### config.mk
export PLATFORM = sky130hd
export DESIGN_NAME = fetch_controller
export DESIGN_NICKNAME = d
export VERILOG_FILES = /design/src/rtl/fetch_controller_pkg.sv /design/src/rtl/fetch_controller_hold_buffer.sv /design/src/rtl/fetch_controller.sv
export SDC_FILE = /design/constraint.sdc
export NUM_CORES = 1
export LEC_CHECK = 0
export BUFFER_PORTS_ARGS = -buffer_cell sky130_fd_sc_hd__clkbuf_2
export CAP_MARGIN = 20
export CELL_PAD_IN_SITES_DETAIL_PLACEMENT = 1
export CELL_PAD_IN_SITES_GLOBAL_PLACEMENT = 1
export CORE_MARGIN = 2
export CORE_UTILIZATION = 46
export CTS_BUF_LIST = sky130_fd_sc_hd__clkbuf_4 sky130_fd_sc_hd__clkbuf_8
export DETAILED_ROUTE_END_ITERATION = 8
export HOLD_SLACK_MARGIN = 0.1
export PLACE_DENSITY = 0.89
export SLEW_MARGIN = 20
export SYNTH_ARGS = -nofsm -noshare
export SYNTH_HDL_FRONTEND = slang
export SYNTH_HIERARCHICAL = 1
export SYNTH_SLANG_ARGS = --single-unit
### constraint.sdc
create_clock -name clk -period 4.7 [get_ports clk]
set_clock_uncertainty 0.2 [all_clocks]
set_input_delay 0.47 -clock clk [delete_from_list [all_inputs] [get_ports clk]]
set_output_delay 0.47 -clock clk [all_outputs]
set_load 0.05 [all_outputs]
### src/rtl/fetch_controller_pkg.sv
// -----------------------------------------------------------------------------
// fetch_controller_pkg
// Shared definitions for the instruction fetch controller: FSM state encoding,
// instruction word width, sequential PC step and the default start address.
// No ports (package).
// -----------------------------------------------------------------------------
package fetch_controller_pkg;

    typedef enum logic [2:0] {
        ST_IDLE  = 3'd0,
        ST_REQ   = 3'd1,
        ST_WAIT  = 3'd2,
        ST_HOLD  = 3'd3,
        ST_DRAIN = 3'd4
    } fetch_state_e;

    localparam int          INST_W           = 32;
    localparam int          PC_STEP          = 4;
    localparam logic [31:0] DEFAULT_RESET_PC = 32'h0000_0000;

endpackage

### src/rtl/fetch_controller_hold_buffer.sv
// -----------------------------------------------------------------------------
// inst_hold_buffer
// Single-entry valid/ready register holding one fetched instruction and its PC.
// A load always wins; otherwise the entry empties on flush or on a downstream
// handshake. Data/PC keep their last value once the entry is emptied.
//
// Ports:
//   clk      - clock (rising edge)
//   rst      - asynchronous active-low reset
//   i_load   - capture i_data/i_pc and mark the entry valid
//   i_data   - instruction word to capture
//   i_pc     - address of i_data
//   i_flush  - drop the entry
//   i_ready  - downstream consumes the entry when o_valid is high
//   o_valid  - entry holds an instruction
//   o_data   - buffered instruction word
//   o_pc     - buffered instruction address
// -----------------------------------------------------------------------------
module inst_hold_buffer
    import fetch_controller_pkg::*;
#(
    parameter int WIDTH = 32
) (
    input  logic              clk,
    input  logic              rst,
    input  logic              i_load,
    input  logic [INST_W-1:0] i_data,
    input  logic [WIDTH-1:0]  i_pc,
    input  logic              i_flush,
    input  logic              i_ready,
    output logic              o_valid,
    output logic [INST_W-1:0] o_data,
    output logic [WIDTH-1:0]  o_pc
);

    logic              r_valid;
    logic [INST_W-1:0] r_data;
    logic [WIDTH-1:0]  r_pc;

    // Entry register: load has priority over flush/consume.
    always_ff @(posedge clk or negedge rst) begin
        if (!rst) begin
            r_valid <= 1'b0;
            r_data  <= {INST_W{1'b0}};
            r_pc    <= {WIDTH{1'b0}};
        end else if (i_load) begin
            r_valid <= 1'b1;
            r_data  <= i_data;
            r_pc    <= i_pc;
        end else if (i_flush || (r_valid && i_ready)) begin
            r_valid <= 1'b0;
        end else begin
            r_valid <= r_valid;
        end
    end

    assign o_valid = r_valid;
    assign o_data  = r_data;
    assign o_pc    = r_pc;

endmodule

### src/rtl/fetch_controller.sv
// -----------------------------------------------------------------------------
// fetch_controller
// Single-outstanding instruction fetch engine. Issues one word-aligned request
// at a time, buffers the returned word in a one-entry hold buffer and hands it
// downstream with valid/ready. Redirects compute the new PC relative to the
// last consumed instruction; responses belonging to a squashed request are
// drained and discarded.
//
// Ports:
//   clk             - clock (rising edge)
//   rst             - asynchronous active-low reset
//   start           - pulse; begins fetching at RESET_PC when idle
//   redirect_valid  - pulse; taken branch/jump
//   redirect_offset - signed byte offset from the last consumed PC
//   imem_req_valid  - memory request valid (registered)
//   imem_req_addr   - memory request address (registered, word aligned)
//   imem_req_ready  - memory accepts the request
//   imem_rsp_valid  - memory response valid (one per accepted request)
//   imem_rsp_data   - memory response word
//   inst_valid      - buffered instruction available
//   inst_ready      - downstream consumes the instruction
//   inst_data       - buffered instruction word
//   inst_pc         - address of inst_data
//   busy            - controller not idle (registered)
// -----------------------------------------------------------------------------
module fetch_controller
    import fetch_controller_pkg::*;
#(
    parameter int               WIDTH    = 32,
    parameter logic [WIDTH-1:0] RESET_PC = WIDTH'(DEFAULT_RESET_PC)
) (
    input  logic              clk,
    input  logic              rst,
    input  logic              start,
    input  logic              redirect_valid,
    input  logic [WIDTH-1:0]  redirect_offset,
    output logic              imem_req_valid,
    output logic [WIDTH-1:0]  imem_req_addr,
    input  logic              imem_req_ready,
    input  logic              imem_rsp_valid,
    input  logic [INST_W-1:0] imem_rsp_data,
    output logic              inst_valid,
    input  logic              inst_ready,
    output logic [INST_W-1:0] inst_data,
    output logic [WIDTH-1:0]  inst_pc,
    output logic              busy
);

    // Word-aligned redirect target; the sum wraps modulo 2^WIDTH.
    function automatic logic [WIDTH-1:0] redirect_target(
        input logic [WIDTH-1:0] base,
        input logic [WIDTH-1:0] offset
    );
        logic [WIDTH-1:0] sum;
        sum = base + offset;
        return {sum[WIDTH-1:2], 2'b00};
    endfunction

    fetch_state_e     r_state;
    fetch_state_e     w_state_nxt;
    logic [WIDTH-1:0] r_pc;
    logic [WIDTH-1:0] w_pc_nxt;
    logic [WIDTH-1:0] r_last_pc;
    logic [WIDTH-1:0] w_last_pc_nxt;
    logic             r_kill;
    logic             w_kill_nxt;
    logic             r_req_valid;
    logic [WIDTH-1:0] r_req_addr;
    logic             r_busy;

    logic              w_load;
    logic              w_flush;
    logic              w_handshake;
    logic [WIDTH-1:0]  w_base;
    logic [WIDTH-1:0]  w_target;
    logic              w_buf_valid;
    logic [INST_W-1:0] w_buf_data;
    logic [WIDTH-1:0]  w_buf_pc;

    // A handshake in the same cycle as a redirect completes first, so the
    // instruction being consumed becomes the redirect base.
    assign w_handshake = w_buf_valid & inst_ready;
    assign w_base      = w_handshake ? w_buf_pc : r_last_pc;
    assign w_target    = redirect_target(w_base, redirect_offset);

    // FSM state and PC bookkeeping registers.
    always_ff @(posedge clk or negedge rst) begin
        if (!rst) begin
            r_state   <= ST_IDLE;
            r_pc      <= RESET_PC;
            r_last_pc <= RESET_PC;
            r_kill    <= 1'b0;
        end else begin
            r_state   <= w_state_nxt;
            r_pc      <= w_pc_nxt;
            r_last_pc <= w_last_pc_nxt;
            r_kill    <= w_kill_nxt;
        end
    end

    // Next-state, next-PC and buffer control.
    always_comb begin
        w_state_nxt   = r_state;
        w_pc_nxt      = r_pc;
        w_last_pc_nxt = w_base;
        w_kill_nxt    = r_kill;
        w_load        = 1'b0;
        w_flush       = 1'b0;
        case (r_state)
            ST_IDLE: begin
                if (start) begin
                    w_state_nxt = ST_REQ;
                    w_pc_nxt    = RESET_PC;
                end else begin
                    w_state_nxt = ST_IDLE;
                end
            end
            ST_REQ: begin
                if (imem_req_ready) begin
                    // A request already squashed (kill) or squashed now must
                    // have its response drained.
                    w_kill_nxt  = 1'b0;
                    w_state_nxt = (r_kill || redirect_valid) ? ST_DRAIN : ST_WAIT;
                    if (redirect_valid) begin
                        w_pc_nxt = w_target;
                    end else begin
                        w_pc_nxt = r_pc;
                    end
                end else if (redirect_valid) begin
                    // Request must stay stable; remember to discard its data.
                    w_pc_nxt   = w_target;
                    w_kill_nxt = 1'b1;
                end else begin
                    w_state_nxt = ST_REQ;
                end
            end
            ST_WAIT: begin
                if (redirect_valid) begin
                    w_pc_nxt    = w_target;
                    w_state_nxt = imem_rsp_valid ? ST_REQ : ST_DRAIN;
                end else if (imem_rsp_valid) begin
                    w_load      = 1'b1;
                    w_pc_nxt    = r_pc + WIDTH'(PC_STEP);
                    w_state_nxt = ST_HOLD;
                end else begin
                    w_state_nxt = ST_WAIT;
                end
            end
            ST_HOLD: begin
                if (redirect_valid) begin
                    w_flush     = 1'b1;
                    w_pc_nxt    = w_target;
                    w_state_nxt = ST_REQ;
                end else if (w_handshake) begin
                    w_state_nxt = ST_REQ;
                end else begin
                    w_state_nxt = ST_HOLD;
                end
            end
            ST_DRAIN: begin
                if (redirect_valid) begin
                    w_pc_nxt = w_target;
                end else begin
                    w_pc_nxt = r_pc;
                end
                if (imem_rsp_valid) begin
                    w_state_nxt = ST_REQ;
                end else begin
                    w_state_nxt = ST_DRAIN;
                end
            end
            default: begin
                w_state_nxt = ST_IDLE;
                w_kill_nxt  = 1'b0;
            end
        endcase
    end

    // Registered request/busy outputs; the address is captured only on entry
    // to REQ so it holds steady while a stalled request waits for ready.
    always_ff @(posedge clk or negedge rst) begin
        if (!rst) begin
            r_req_valid <= 1'b0;
            r_req_addr  <= RESET_PC;
            r_busy      <= 1'b0;
        end else begin
            r_req_valid <= (w_state_nxt == ST_REQ);
            r_busy      <= (w_state_nxt != ST_IDLE);
            if ((w_state_nxt == ST_REQ) && (r_state != ST_REQ)) begin
                r_req_addr <= w_pc_nxt;
            end else begin
                r_req_addr <= r_req_addr;
            end
        end
    end

    inst_hold_buffer #(
        .WIDTH (WIDTH)
    ) u_hold_buffer (
        .clk     (clk),
        .rst     (rst),
        .i_load  (w_load),
        .i_data  (imem_rsp_data),
        .i_pc    (r_pc),
        .i_flush (w_flush),
        .i_ready (inst_ready),
        .o_valid (w_buf_valid),
        .o_data  (w_buf_data),
        .o_pc    (w_buf_pc)
    );

    assign imem_req_valid = r_req_valid;
    assign imem_req_addr  = r_req_addr;
    assign inst_valid     = w_buf_valid;
    assign inst_data      = w_buf_data;
    assign inst_pc        = w_buf_pc;
    assign busy           = r_busy;

endmodule

* Word level (Yosys, flattened, before mapping)
Index checks and enable logic that the tools add are counted.
Widths: inputs -> output; s select.
** Word-level totals
- Register bits :: 167
- Input port bits :: 71
- Output and inout bits :: 99
- Word-level logic and storage cells :: 57
** Operators by class
- Add/subtract/negate cells :: 2
- Eq/ne operators :: 7
- Mux-type cells :: 26
- Bitwise logic cells :: 2
- Reduce and logical (&&, ||, !) cells :: 10
** Operators with widths (count)
- $mux 32 :: 5
- $pmux 32 s3 :: 1
- $add 32x3->32 const B :: 1
- $add 32x32->32 :: 1
- $mux 3 :: 5
- $pmux 3 s5 :: 1
- $mux 1 :: 11
- $eq 3x1->1 const B :: 2
- $eq 3x2->1 const B :: 2
- $mux 2 :: 2
- $reduce_or 4->1 :: 1
- $eq 3x3->1 const B :: 1
- $logic_not 3->1 :: 1
- $ne 3x1->1 const B :: 1
- $ne 3x3->1 const B :: 1
- $reduce_bool 3->1 :: 1
- $reduce_or 3->1 :: 1
- $logic_and 1x1->1 :: 2
- $logic_or 1x1->1 :: 2
- $pmux 1 s2 :: 1
- $reduce_and 2->1 :: 1
- $reduce_bool 2->1 :: 1
- $and 1x1->1 :: 1
- $not 1->1 :: 1

* Depth between registers and ports, before layout
Gate-level depths: netlist of run 1.
- Depth in word-level cells :: 6
- Gate-level depth with buffers :: 13
- Gate-level depth less buffers :: 11

* By module
The synthesis of run 1 kept the hierarchy.
** By module, submodules not included
- fetch_controller :: instances 1, cells an instance 770, area each 7041.8 um2, seq. area each 2552.4 um2
- inst_hold_buffer :: instances 1, cells an instance 138, area each 2617.5 um2, seq. area each 1626.6 um2

* Least setup slack after synthesis of run 1
No wires, ideal clock.
- Path type :: register to register
- From :: reg u_hold_buffer.r_valid (netlist: u_hold_buffer/o_valid)
- To :: reg r_req_addr[16] (netlist: imem_req_addr[16])
- Library setup time :: 0.125 ns
- Arrival time :: 3.608 ns
- Required time :: 4.375 ns
- Setup slack :: 0.768 ns
- Cell stages (with the launch flop) :: 13
- Path buffers :: 1
- Clock period less this slack :: 3.932 ns
- Cell sequence :: dfrtp_1 -> nand2_1 -> buf_1 -> mux2_2 -> ha_1 -> a21oi_1 -> o21ai_1 -> a22o_1 -> a2111oi_2 -> nor3b_1 -> a31o_1 -> a211o_1 -> mux2_2
** On the way
- Elaborated cells between the ends (all ways) :: 11
- Those cells by class :: add/sub: 1; eq/ne: 1; mux: 7; bitwise: 1; reduce/logical: 1
** RTL lines
- from (decl) :: line fetch_controller_hold_buffer.sv:36 : logic r_valid;
- from (signal assigned) :: line fetch_controller_hold_buffer.sv:53 : r_valid <= r_valid;
- $and 1x1->1 (*) :: line fetch_controller.sv:82 : assign w_handshake = w_buf_valid & inst_ready;
- $mux 32 (*) :: line fetch_controller.sv:83 : assign w_base = w_handshake ? w_buf_pc : r_last_pc;
- via w_base[9] :: line fetch_controller.sv:74 : logic [WIDTH-1:0] w_base;
- $add 32x32->32 (*) :: line fetch_controller.sv:55 : sum = base + offset;
- $mux 32 (on tied branches)
- $pmux 32 s3 (*) :: line fetch_controller.sv:109 : case (r_state)
- via w_pc_nxt[16] :: line fetch_controller.sv:62 : logic [WIDTH-1:0] w_pc_nxt;
- to (signal assigned) :: line fetch_controller.sv:190 : r_req_addr <= w_pc_nxt;
- to (signal assigned) :: line fetch_controller.sv:192 : r_req_addr <= r_req_addr;
- to (decl) :: line fetch_controller.sv:68 : logic [WIDTH-1:0] r_req_addr;
The timed path passes the listed nets; every way through them passes the cells marked *.
A chain may end at the register's enable or synchronous reset.

* Worst setup path in the final report of run 1
- From :: reg u_hold_buffer.r_valid (netlist: u_hold_buffer/o_valid)
- To :: reg r_req_addr[29] (netlist: imem_req_addr[29])
The elaborated chain is that of the path after synthesis.

==> reports/metrics.yaml, run 1 <==
status:
  status: "complete, no violations"
place:
  post-place-cells: 1315
  dp_hpwl_mm: 21.8
  dp_slack_ps: 417
  placed_cell_area_mm2: 0.0107
  gp_congestion: 0.959
  portBuffers: 169
clocking:
  tritoncts: "done"
  clock_latency_ps: 490
  cts.sinks: 167
  cts_resized: 0
  clkTransAtPathRegs_ps: 100
  clk_path_buf_depth: 2
  cts_root_buf: "clkbuf_8"
  cts_inserted_buffers: 17
  htree_levels: 4
yosys:
  synth_top_family_by_area: "compound AO/OA/AOI/OAI gates"
  synth_edf_count: 0
  synth_mux_area_share_pct: 16.4
  synth-warning-count: 6
  synthesis.nets: 1013
  ys.flop_type: "dfrtp_1"
  synth_area_leaders: "dfrtp_1 43%, mux2_2 8.0%, mux2_4 7.6%, ha_1 4.4%, nand2_1 3.0%"
  synthesis.area_per_instance_um2: 10.6
  synth-seq-cells: 167
  seq_area_frac_synth_pct: 43.3
  synth_top_area_share_pct: 43.3
  yosys.area_share.simple_pct: 13.0
  yosys.area.top_type: "dfrtp_1"
  synthCells: 908
  synthAdderAreaFrac_pct: 4.40
  synth_compound_area_share_pct: 17.4
  syn-cell-area_mm2: 0.00966
  synthArstFlopShare_pct: 100
  ys_types: 78
  synth-xor-area-share_pct: 2.18
critical_path:
  worstPathRequired_ps: 4870
  timing.rr.start: "u_hold_buffer/o_valid"
  cp-startpoint: "u_hold_buffer/o_valid"
  crit_cells: 13
  reg2reg_to: "imem_req_addr[29]"
  end_kind: "flip-flop"
  start_kind: "flip-flop"
  crit_fanout: 32
  crit_end: "imem_req_addr[29]"
  slowest_delay_ps: 440
  rrSetupSlack_ps: 430
  arrival_ps: 4440
  rr_worst_depth: 13
  path_cells: "nand2_1 > buf_12 > mux2_2 > ha_1 > and4_1 > and3_1 > a32oi_1 > nand3_1 > a2111oi_0 > a2111oi_0 > buf_4 > a41o_1 > mux2_2"
  critPathTopFamily: "compound AO/OA/AOI/OAI gates"
  crit_slowest_cell: "dfrtp_1"
  critPathKind: "flip-flop to flip-flop"
  cp_num_buf_inv: 2
sta:
  tightestPinTransition_ps: 909
  whs_ps: 142
  final-hold-violation-count: 0
  rsz0062_at_grt: "false"
  min_period_ps: 4270
  slew_headroom_pct: 39.4
  max_freq_mhz: 234
  setup_slack_ps: 430
  tns_ps: 0
  finalSetupViolCount: 0
  fin_crit_sh_pct: 90.9
  slew_viol_final: 0
route:
  routed_wl_mm: 30.5
  wire_per_inst_um: 22.1
  drt_iter0_markers: 603
  ant_nets: 0
  drc: 0
  via_count: 8330
  drt_pre_antenna_iters: 5
  drt-vias-per-instance: 6.04
cells_and_area:
  final_nets: 1197
  diodes: 0
  fin_cells: 1380
  final_util_pct: 55.0
  drive_gt1_share_pct: 32.0
  syn2layout_area_growth_pct: 18.5
  finalInstanceArea_mm2: 0.0115
global_route:
  grt.total_usage_pct: 28.1
  grt_max_degree: 98
  grt_pass1_vias: 8994
  grt-busiest-layer: "met2"
  antenna_found_initial: 0
  grt_use_met3_pct: 4.59
  grt-ovfl-total: 0
  use_met2_pct: 48.3
  use_met1_pct: 36.3
  grt_pass1_wl_mm: 48.9
pwr:
  powerDensity_mw_per_mm2: 676
  power_mw: 7.74
  leakagePower_nw: 5.59
  peakVddDrop_uv: 354
die:
  die_h_um: 149
  die_x_um: 149
  initial_utilization_pct: 46.4
  design.die.area_mm2: 0.0222
  ioPinCount: 170
  core_region_area_mm2: 0.0208
  num_rows: 53
worst_hold_path:
  hp-class: "primary input to flip-flop"
flow_run:
  cap_violations: 0
## report_power, final
group	internal, mW	switching, mW
registers	1.98	0.561
logic	1.35	2.83
clock network	0.396	0.632
total	3.72	4.02
## flip-flops by register name, summed over array words and instances (netlist names)
register	count
r_pc	32
u_hold_buffer/o_valid	1
u_hold_buffer/o_pc	32
busy	1
r_last_pc	32
u_hold_buffer/o_data	32
imem_req_addr	32
r_kill	1
r_state	3
imem_req_valid	1
## worst min path at each step
stage | start | end | depth (start not counted)
3_5_place_dp | imem_req_addr[3] | imem_req_addr[3] | 2
2_1_floorplan | rst | busy | 0
3_3_place_gp | imem_req_addr[31] | imem_req_addr[31] | 2
6_report | imem_req_ready | r_kill | 3
4_1_cts | imem_req_ready | r_kill | 3
5_1_grt | imem_req_ready | r_kill | 3
## final cells by class
class | instances | area [µm²]
inverter | 16 | 60.1
timing repair buffer | 216 | 1330
clock inverter | 14 | 135
clock buffer | 18 | 241
multi-input combinational | 674 | 5170
fill | 2354 | 9370
tap | 275 | 344
sequential | 167 | 4180
## cells in the final DEF, fill, tap and decap left out, types with 17 or more instances in the layout
cell type,n
a21oi_1,47
mux2_4,49
clkbuf_8,17
xnor2_1,19
nand2_1,78
clkbuf_2,168
nor2_1,52
nand3_1,27
a21o_1,22
mux2_2,69
dlygate4sd3_1,33
dfrtp_1,167
nand4_1,19
ha_1,34
o21ai_0,56
## routing by layer
metal	routed length [µm]	up-vias
li1	-	3755
met1	13000	4272
met2	15400	251
met3	1440	52
met4	676	0
met5	0	-
## logic make-up (layout without fill, tap and decap cells)
family,count (synthesis),after routing
xor gates and xnor gates,24,24
muxes,125,125
adders and majority gates,34,34
buffers and inverters,67,264
AOI/OAI and AO/OA,247,247
DFF,167,167
and+or+nand+nor,244,244
## worst register-to-register path: cells and delay by family (launching register included)
kind | cells | cell delay, ps
AND/OR/NAND/NOR | 4 | 920
AO/OA/AOI/OAI | 4 | 1140
buffers and inverters | 2 | 400
multiplexers | 2 | 670
flip-flops | 1 | 440
adder cells (fa/ha/maj) | 1 | 390
## Yosys cell counts, drive strengths merged, types with 12 or more instances
cell / number
a21o: 22
a21oi: 52
a31oi: 16
buf: 23
clkbuf: 28
dfrtp: 167
ha: 34
inv: 16
mux2: 119
nand2: 78
nand3: 29
nand4: 21
nor2: 52
nor3: 12
o21ai: 68
xnor2: 19
## repair_timing
| item | CTS | global route |
|---|---|---|
| hold buffers | 33 | 0 |
| hold endpoints to repair | 128 | 0 |
| setup buffers | 0 | 0 |
(Power assumes the default switching activity.)
==> inputs of run 2 (changes only) <==
--- a/config.mk
+++ b/config.mk
@@ -10,11 +10,11 @@
 export CELL_PAD_IN_SITES_DETAIL_PLACEMENT = 1
 export CELL_PAD_IN_SITES_GLOBAL_PLACEMENT = 1
 export CORE_MARGIN = 2
-export CORE_UTILIZATION = 46
+export CORE_UTILIZATION = 49
 export CTS_BUF_LIST = sky130_fd_sc_hd__clkbuf_4 sky130_fd_sc_hd__clkbuf_8
 export DETAILED_ROUTE_END_ITERATION = 8
 export HOLD_SLACK_MARGIN = 0.1
-export PLACE_DENSITY = 0.89
+export PLACE_DENSITY = 0.94
 export SLEW_MARGIN = 20
 export SYNTH_ARGS = -nofsm -noshare
 export SYNTH_HDL_FRONTEND = slang
==> constraint.sdc (replaced) <==
create_clock -name clk -period 5.2 [get_ports clk]
set_clock_uncertainty 0.2 [all_clocks]
set_input_delay 0.52 -clock clk [delete_from_list [all_inputs] [get_ports clk]]
set_output_delay 0.52 -clock clk [all_outputs]
set_load 0.05 [all_outputs]
==> run 2 against run 1 <==
Against the previous run:
- design area is 0.16% lower
- global-route usage increased by 2.1 points
- highest routed layer unchanged
- clock power is essentially flat
- first-iteration DRC count rose by 25%
- clock-buffer cell count down 1
- power fell by 8.2%
- die area decreased by 6.0%
- maximum frequency fell by 1.6%
- core utilization increased by 3.9 points
- wire length is 1.0% higher
- critical path depth fell by 1
- combinational power down 9.1%
==> reports/metrics.yaml, run 2 (same netlist as run 1, synthesis figures left out) <==
clocking:
  cts.sinks: 167
  cts_resized: 0
  htree_levels: 4
  clk_path_buf_depth: 2
  cts_inserted_buffers: 17
  clkTransAtPathRegs_ps: 100
  tritoncts: "done"
  clock_latency_ps: 500
  cts_root_buf: "clkbuf_8"
status:
  status: "complete, no violations"
cells_and_area:
  final_cell_mix: "168 x clkbuf_2, 167 x dfrtp_1, 78 x nand2_1"
  diodes: 0
  drive_gt1_share_pct: 31.9
  fin_cells: 1367
  layout_commonest_cell: "clkbuf_2"
  final_nets: 1194
  finalInstanceArea_mm2: 0.0114
  final_util_pct: 58.9
  syn2layout_area_growth_pct: 18.4
  nFillCells: 2193
critical_path:
  start_kind: "flip-flop"
  slowest_delay_ps: 480
  worstPathRequired_ps: 5410
  crit_slowest_cell: "nand2_1"
  critPathTopFamily: "compound AO/OA/AOI/OAI gates"
  cp_num_buf_inv: 1
  crit_fanout: 14
  arrival_ps: 4550
  cp-startpoint: "u_hold_buffer/o_valid"
  path_cells: "nand2_1 > buf_4 > mux2_2 > ha_1 > a211o_1 > o21bai_1 > a41oi_1 > nand4_1 > a31oi_1 > xnor2_1 > a22oi_1 > o21ai_0"
  end_kind: "flip-flop"
  timing.rr.start: "u_hold_buffer/o_valid"
  critPathKind: "flip-flop to flip-flop"
route:
  ant_nets: 0
  via_count: 8425
  drt_iter0_markers: 755
  drc: 0
  routed_wl_mm: 30.9
  wire_per_inst_um: 22.6
  drt_pre_antenna_iters: 5
  drt-vias-per-instance: 6.16
worst_hold_path:
  hp-class: "primary input to flip-flop"
  hold_start: "imem_req_ready"
global_route:
  grt-ovfl-total: 0
  grt_max_degree: 90
  grt.total_usage_pct: 30.2
  grt_pass1_vias: 8762
  antenna_found_initial: 0
  grt_pass1_wl_mm: 48.4
sta:
  slew_viol_final: 0
  whs_ps: 183
  tns_ps: 0
  max_freq_mhz: 230
  setup_slack_ps: 860
  fin_crit_sh_pct: 83.5
  slew_headroom_pct: 23.9
  tightestPinTransition_ps: 1140
  final-hold-violation-count: 0
  finalSetupViolCount: 0
  min_period_ps: 4340
  rsz0062_at_grt: "false"
flow_run:
  cap_violations: 0
die:
  num_rows: 51
  core_region_area_mm2: 0.0194
  design.die.area_mm2: 0.0209
  die_h_um: 144
  die_x_um: 144
  initial_utilization_pct: 49.8
  ioPinCount: 170
place:
  dp_slack_ps: 727
  gp_congestion: 0.942
  portBuffers: 169
  post-place-cells: 1302
  placed_cell_area_mm2: 0.0107
  dp_hpwl_mm: 22.2
pwr:
  powerDensity_mw_per_mm2: 622
  leakagePower_nw: 5.58
  power_mw: 7.11
  peakVddDrop_uv: 313
==> run 2: cell types whose count changed in the layout (fill, tap and decap cells not counted) <==
cell	change
buf_12	-2
clkinv_8	+2
clkinvlp_4	-2
inv_6	+2
buf_4	-1
bufinv_16	+1
clkbuf_4	-1
clkinv_2	-1
inv_8	-1
==> run 2: final timing paths <==
kind | slack (ps) | to | cells after the start
setup / recovery | 860 | imem_req_addr[27] | 12
hold / removal | 180 | r_kill | 3
setup reg to reg | 860 | imem_req_addr[27] | 12
hold reg to reg | 300 | imem_req_addr[24] | 1
max in group asynchronous | 3440 | u_hold_buffer/o_pc[2] | 3
min in group asynchronous | 410 | r_last_pc[20] | 2
==> run 2: final cells by class <==
class	count	area [µm²]	share of cell area, %
Multi-Input combinational cell	674	5170	45.2
Sequential cell	167	4180	36.6
Timing Repair Buffer	213	1280	11.2
Tap cell	265	332	2.90
Clock buffer	17	234	2.05
Clock inverter	15	184	1.61
Inverter	16	60.1	0.525
==> run 2: what timing repair did <==
| item | CTS | global route |
|---|---|---|
| hold buffers | 33 | 0 |
| buffers inserted | 0 | 0 |
| setup endpoints to repair | 0 | 0 |
| endpoints found under the hold margin | 110 | 0 |
==> run 2: per-layer routing <==
layer  routed length (µm)  vias up  track usage (%)
li1                     -     3760                -
met1                12900     4282             38.4
met2                15500      311             51.4
met3                 1580       72             5.36
met4                  866        0             11.2
met5                    0        -                0
==> run 2: report_power, final <==
group | internal, mW | switching (mW) | leakage [nW]
clock | 0.409 | 0.591 | 0.208
combinational | 1.21 | 2.58 | 3.16
sequential | 1.79 | 0.522 | 2.21
total | 3.41 | 3.70 | 5.58
==> run 2: worst min-delay path: stages <==
cell      delay [ps]
clkbuf_2         100
o32a_1           150
o32ai_1           70
==> inputs of run 3 (changes only) <==
--- a/config.mk
+++ b/config.mk
@@ -5,16 +5,17 @@
 export SDC_FILE = /design/constraint.sdc
 export NUM_CORES = 1
 export LEC_CHECK = 0
+export ABC_AREA = 1
 export BUFFER_PORTS_ARGS = -buffer_cell sky130_fd_sc_hd__clkbuf_2
 export CAP_MARGIN = 20
 export CELL_PAD_IN_SITES_DETAIL_PLACEMENT = 1
 export CELL_PAD_IN_SITES_GLOBAL_PLACEMENT = 1
 export CORE_MARGIN = 2
-export CORE_UTILIZATION = 49
+export CORE_UTILIZATION = 38
 export CTS_BUF_LIST = sky130_fd_sc_hd__clkbuf_4 sky130_fd_sc_hd__clkbuf_8
 export DETAILED_ROUTE_END_ITERATION = 8
 export HOLD_SLACK_MARGIN = 0.1
-export PLACE_DENSITY = 0.94
+export PLACE_DENSITY = 0.85
 export SLEW_MARGIN = 20
 export SYNTH_ARGS = -nofsm -noshare
 export SYNTH_HDL_FRONTEND = slang
==> constraint.sdc (replaced) <==
create_clock -name clk -period 3.9 [get_ports clk]
set_clock_uncertainty 0.2 [all_clocks]
set_input_delay 0.39 -clock clk [delete_from_list [all_inputs] [get_ports clk]]
set_output_delay 0.39 -clock clk [all_outputs]
set_load 0.05 [all_outputs]
==> run 3 against run 2 <==
Against the previous run:
- flip-flop and latch count did not move
- global-route usage fell by 4.5 points
- hold slack improved by 100 ps
- sequential share of layout area fell by 0.74 points
- cell count rose by 39%
- core utilization fell by 13 points
- clock-buffer cell count did not move
- critical path type is now primary input to flip-flop
- highest routed layer unchanged
==> reports/metrics.yaml, run 3 <==
yosys:
  seq_area_frac_synth_pct: 42.7
  synth-seq-cells: 167
  ys.flop_type: "dfrtp_1"
  synth.most_common_cell: "nand2_1"
  synth_top_cells_by_count: "615 x nand2_1, 167 x dfrtp_1, 95 x nor2_1"
  synthArstFlopShare_pct: 100
  ys_types: 50
  synthesis.nets: 1465
  syn-cell-area_mm2: 0.00978
  yosys.area.top_type: "dfrtp_1"
  synthCells: 1360
  synth-warning-count: 6
  synthesis.area_per_instance_um2: 7.19
  synth_area_leaders: "dfrtp_1 43%, nand2_1 24%, ha_1 4.3%, nor2_1 3.6%, nand3_1 3.6%"
  synth_top_area_share_pct: 42.7
  synth_edf_count: 0
pwr:
  seqPwrFrac_pct: 32.7
  p_sw_share_pct: 55.4
  peakVddDrop_uv: 459
  powerDensity_mw_per_mm2: 783
  clock_power_share_pct: 14.5
  p_switching_mw: 5.06
  intPower_mw: 4.08
  power_mw: 9.14
  comb_power_share_pct: 52.8
  leakagePower_nw: 6.42
flow_run:
  cap_violations: 0
place:
  post-place-cells: 1830
  dp_hpwl_mm: 25.0
  gp_congestion: 0.914
  portBuffers: 169
  dp_slack_ps: 479
  placed_cell_area_mm2: 0.0109
critical_path:
  critPathKind: "primary input to flip-flop"
  end_kind: "flip-flop"
  crit_fanout: 31
  worstPathRequired_ps: 4090
  rr_worst_depth: 18
  start_kind: "primary input"
  rrSetupSlack_ps: 530
  reg2reg_to: "imem_req_addr[28]"
  arrival_ps: 3690
  timing.rr.start: "u_hold_buffer/o_valid"
sta:
  max_freq_mhz: 285
  slew_viol_final: 0
  final-hold-violation-count: 0
  whs_ps: 285
  tns_ps: 0
  finalSetupViolCount: 0
  setup_slack_ps: 396
  min_period_ps: 3500
  rsz0062_at_grt: "false"
  slew_headroom_pct: 39.4
  tightestPinTransition_ps: 906
  fin_crit_sh_pct: 89.9
clocking:
  tritoncts: "done"
  cts_root_buf: "clkbuf_8"
  clock_latency_ps: 480
  clkTransAtPathRegs_ps: 120
  cts_inserted_buffers: 17
  cts.sinks: 167
  clk_path_buf_depth: 2
  htree_levels: 4
cells_and_area:
  syn2layout_area_growth_pct: 19.3
  layout_commonest_cell: "nand2_1"
  diodes: 0
  final_nets: 1660
  drive_gt1_share_pct: 16.0
  final_cell_mix: "615 x nand2_1, 168 x clkbuf_2, 167 x dfrtp_1"
  final_util_pct: 46.2
  fin_cells: 1898
  finalInstanceArea_mm2: 0.0117
global_route:
  grt_max_degree: 80
  grt_pass1_wl_mm: 54.1
  grt-ovfl-total: 0
  antenna_found_initial: 1
  grt_pass1_vias: 10300
  grt.total_usage_pct: 25.7
route:
  wire_per_inst_um: 17.9
  drt-vias-per-instance: 5.16
  ant_nets: 0
  drt_iter0_markers: 492
  routed_wl_mm: 34.0
  drc: 0
  drt_pre_antenna_iters: 7
  via_count: 9801
die:
  num_rows: 58
  core_region_area_mm2: 0.0253
  die_h_um: 164
  ioPinCount: 170
  die_x_um: 164
  design.die.area_mm2: 0.0270
  initial_utilization_pct: 38.7
worst_hold_path:
  hold_start: "imem_rsp_valid"
  min_to: "r_state[0]"
  worstHoldPathCells: 5
  hp-class: "primary input to flip-flop"
status:
  status: "complete, no violations"
[run 3: cell types whose count changed in the layout (fill, tap and decap cells not counted), sizes merged, moves of 15 or more]
cell / delta
nand3: +44
nor2: +56
inv: +72
nand4: -15
a21o: -15
nand2: +545
mux2: -119
[run 3: logic make-up (layout without fill, tap and decap cells)]
logic type                 Yosys count  after routing  share of synthesized area [%]
adders and majority gates           34             34                           4.35
DFF                                167            167                           42.7
AOI/OAI and AO/OA                  169            169                           9.59
buffers and inverters              131            339                           6.48
xor gates and xnor gates            22             22                           1.97
and+or+nand+nor                    837            837                           34.9
[run 3: layout make-up]
cell class                      instances  area, µm²
Timing Repair Buffer                  219       1340
Clock inverter                         15        191
Sequential cell                       167       4180
Tap cell                              330        413
Multi-Input combinational cell       1062       4980
Fill cell                            3321      13600
Inverter                               88        330
Clock buffer                           17        234
[run 3: timing repair]
item	CTS	global route
buffers inserted	0	0
hold buffers	36	0
gates resized for setup	0	0
endpoints found under the hold margin	117	0
[run 3: power groups by stage]
stage	Sequential (mW)	Clock, mW	Combinational, mW
finish	2.98	1.33	4.83
global route	3.07	1.42	5.26
CTS	2.97	1.37	4.82
detailed placement	2.99	0	4.76
global placement	2.98	0	4.65
floorplan	4.16	0	2.14
[run 3: how the worst max path moves through the flow]
stage	from	end	slack [ps]
2_1_floorplan	u_hold_buffer/o_valid	imem_req_addr[18]	860
6_report	inst_ready	imem_req_addr[28]	400
5_1_grt	inst_ready	imem_req_addr[23]	190
3_5_place_dp	inst_ready	imem_req_addr[28]	480
4_1_cts	inst_ready	imem_req_addr[28]	460
3_3_place_gp	inst_ready	imem_req_addr[23]	590
[run 3: worst max-delay path, stage by stage]
cell           delay, ps
dlygate4sd3_1        520
clkbuf_2             130
nand2_2               60
inv_1                 50
buf_4                330
nand2_1              170
nand2_1              130
ha_1                 290
a21oi_1              220
o21ai_0              150
a21oi_1              290
nor2_1                80
nor2_1               130
nand2_1               70
nand2_1               50
nand3_1              160
o21ai_0              170
nand3_1              130
nand2_1               80
nand2_1               60
[run 3: layer usage]
layer  share of wire [%]  track usage [%]  vias up  wire [µm]
met5                   0                0        -          0
met4                 1.7             7.63        0        576
met3                 5.6             4.67       44       1910
met2                  48             42.6      242      16300
met1                  45             34.3     4786      15200
li1                    -                -     4729          -
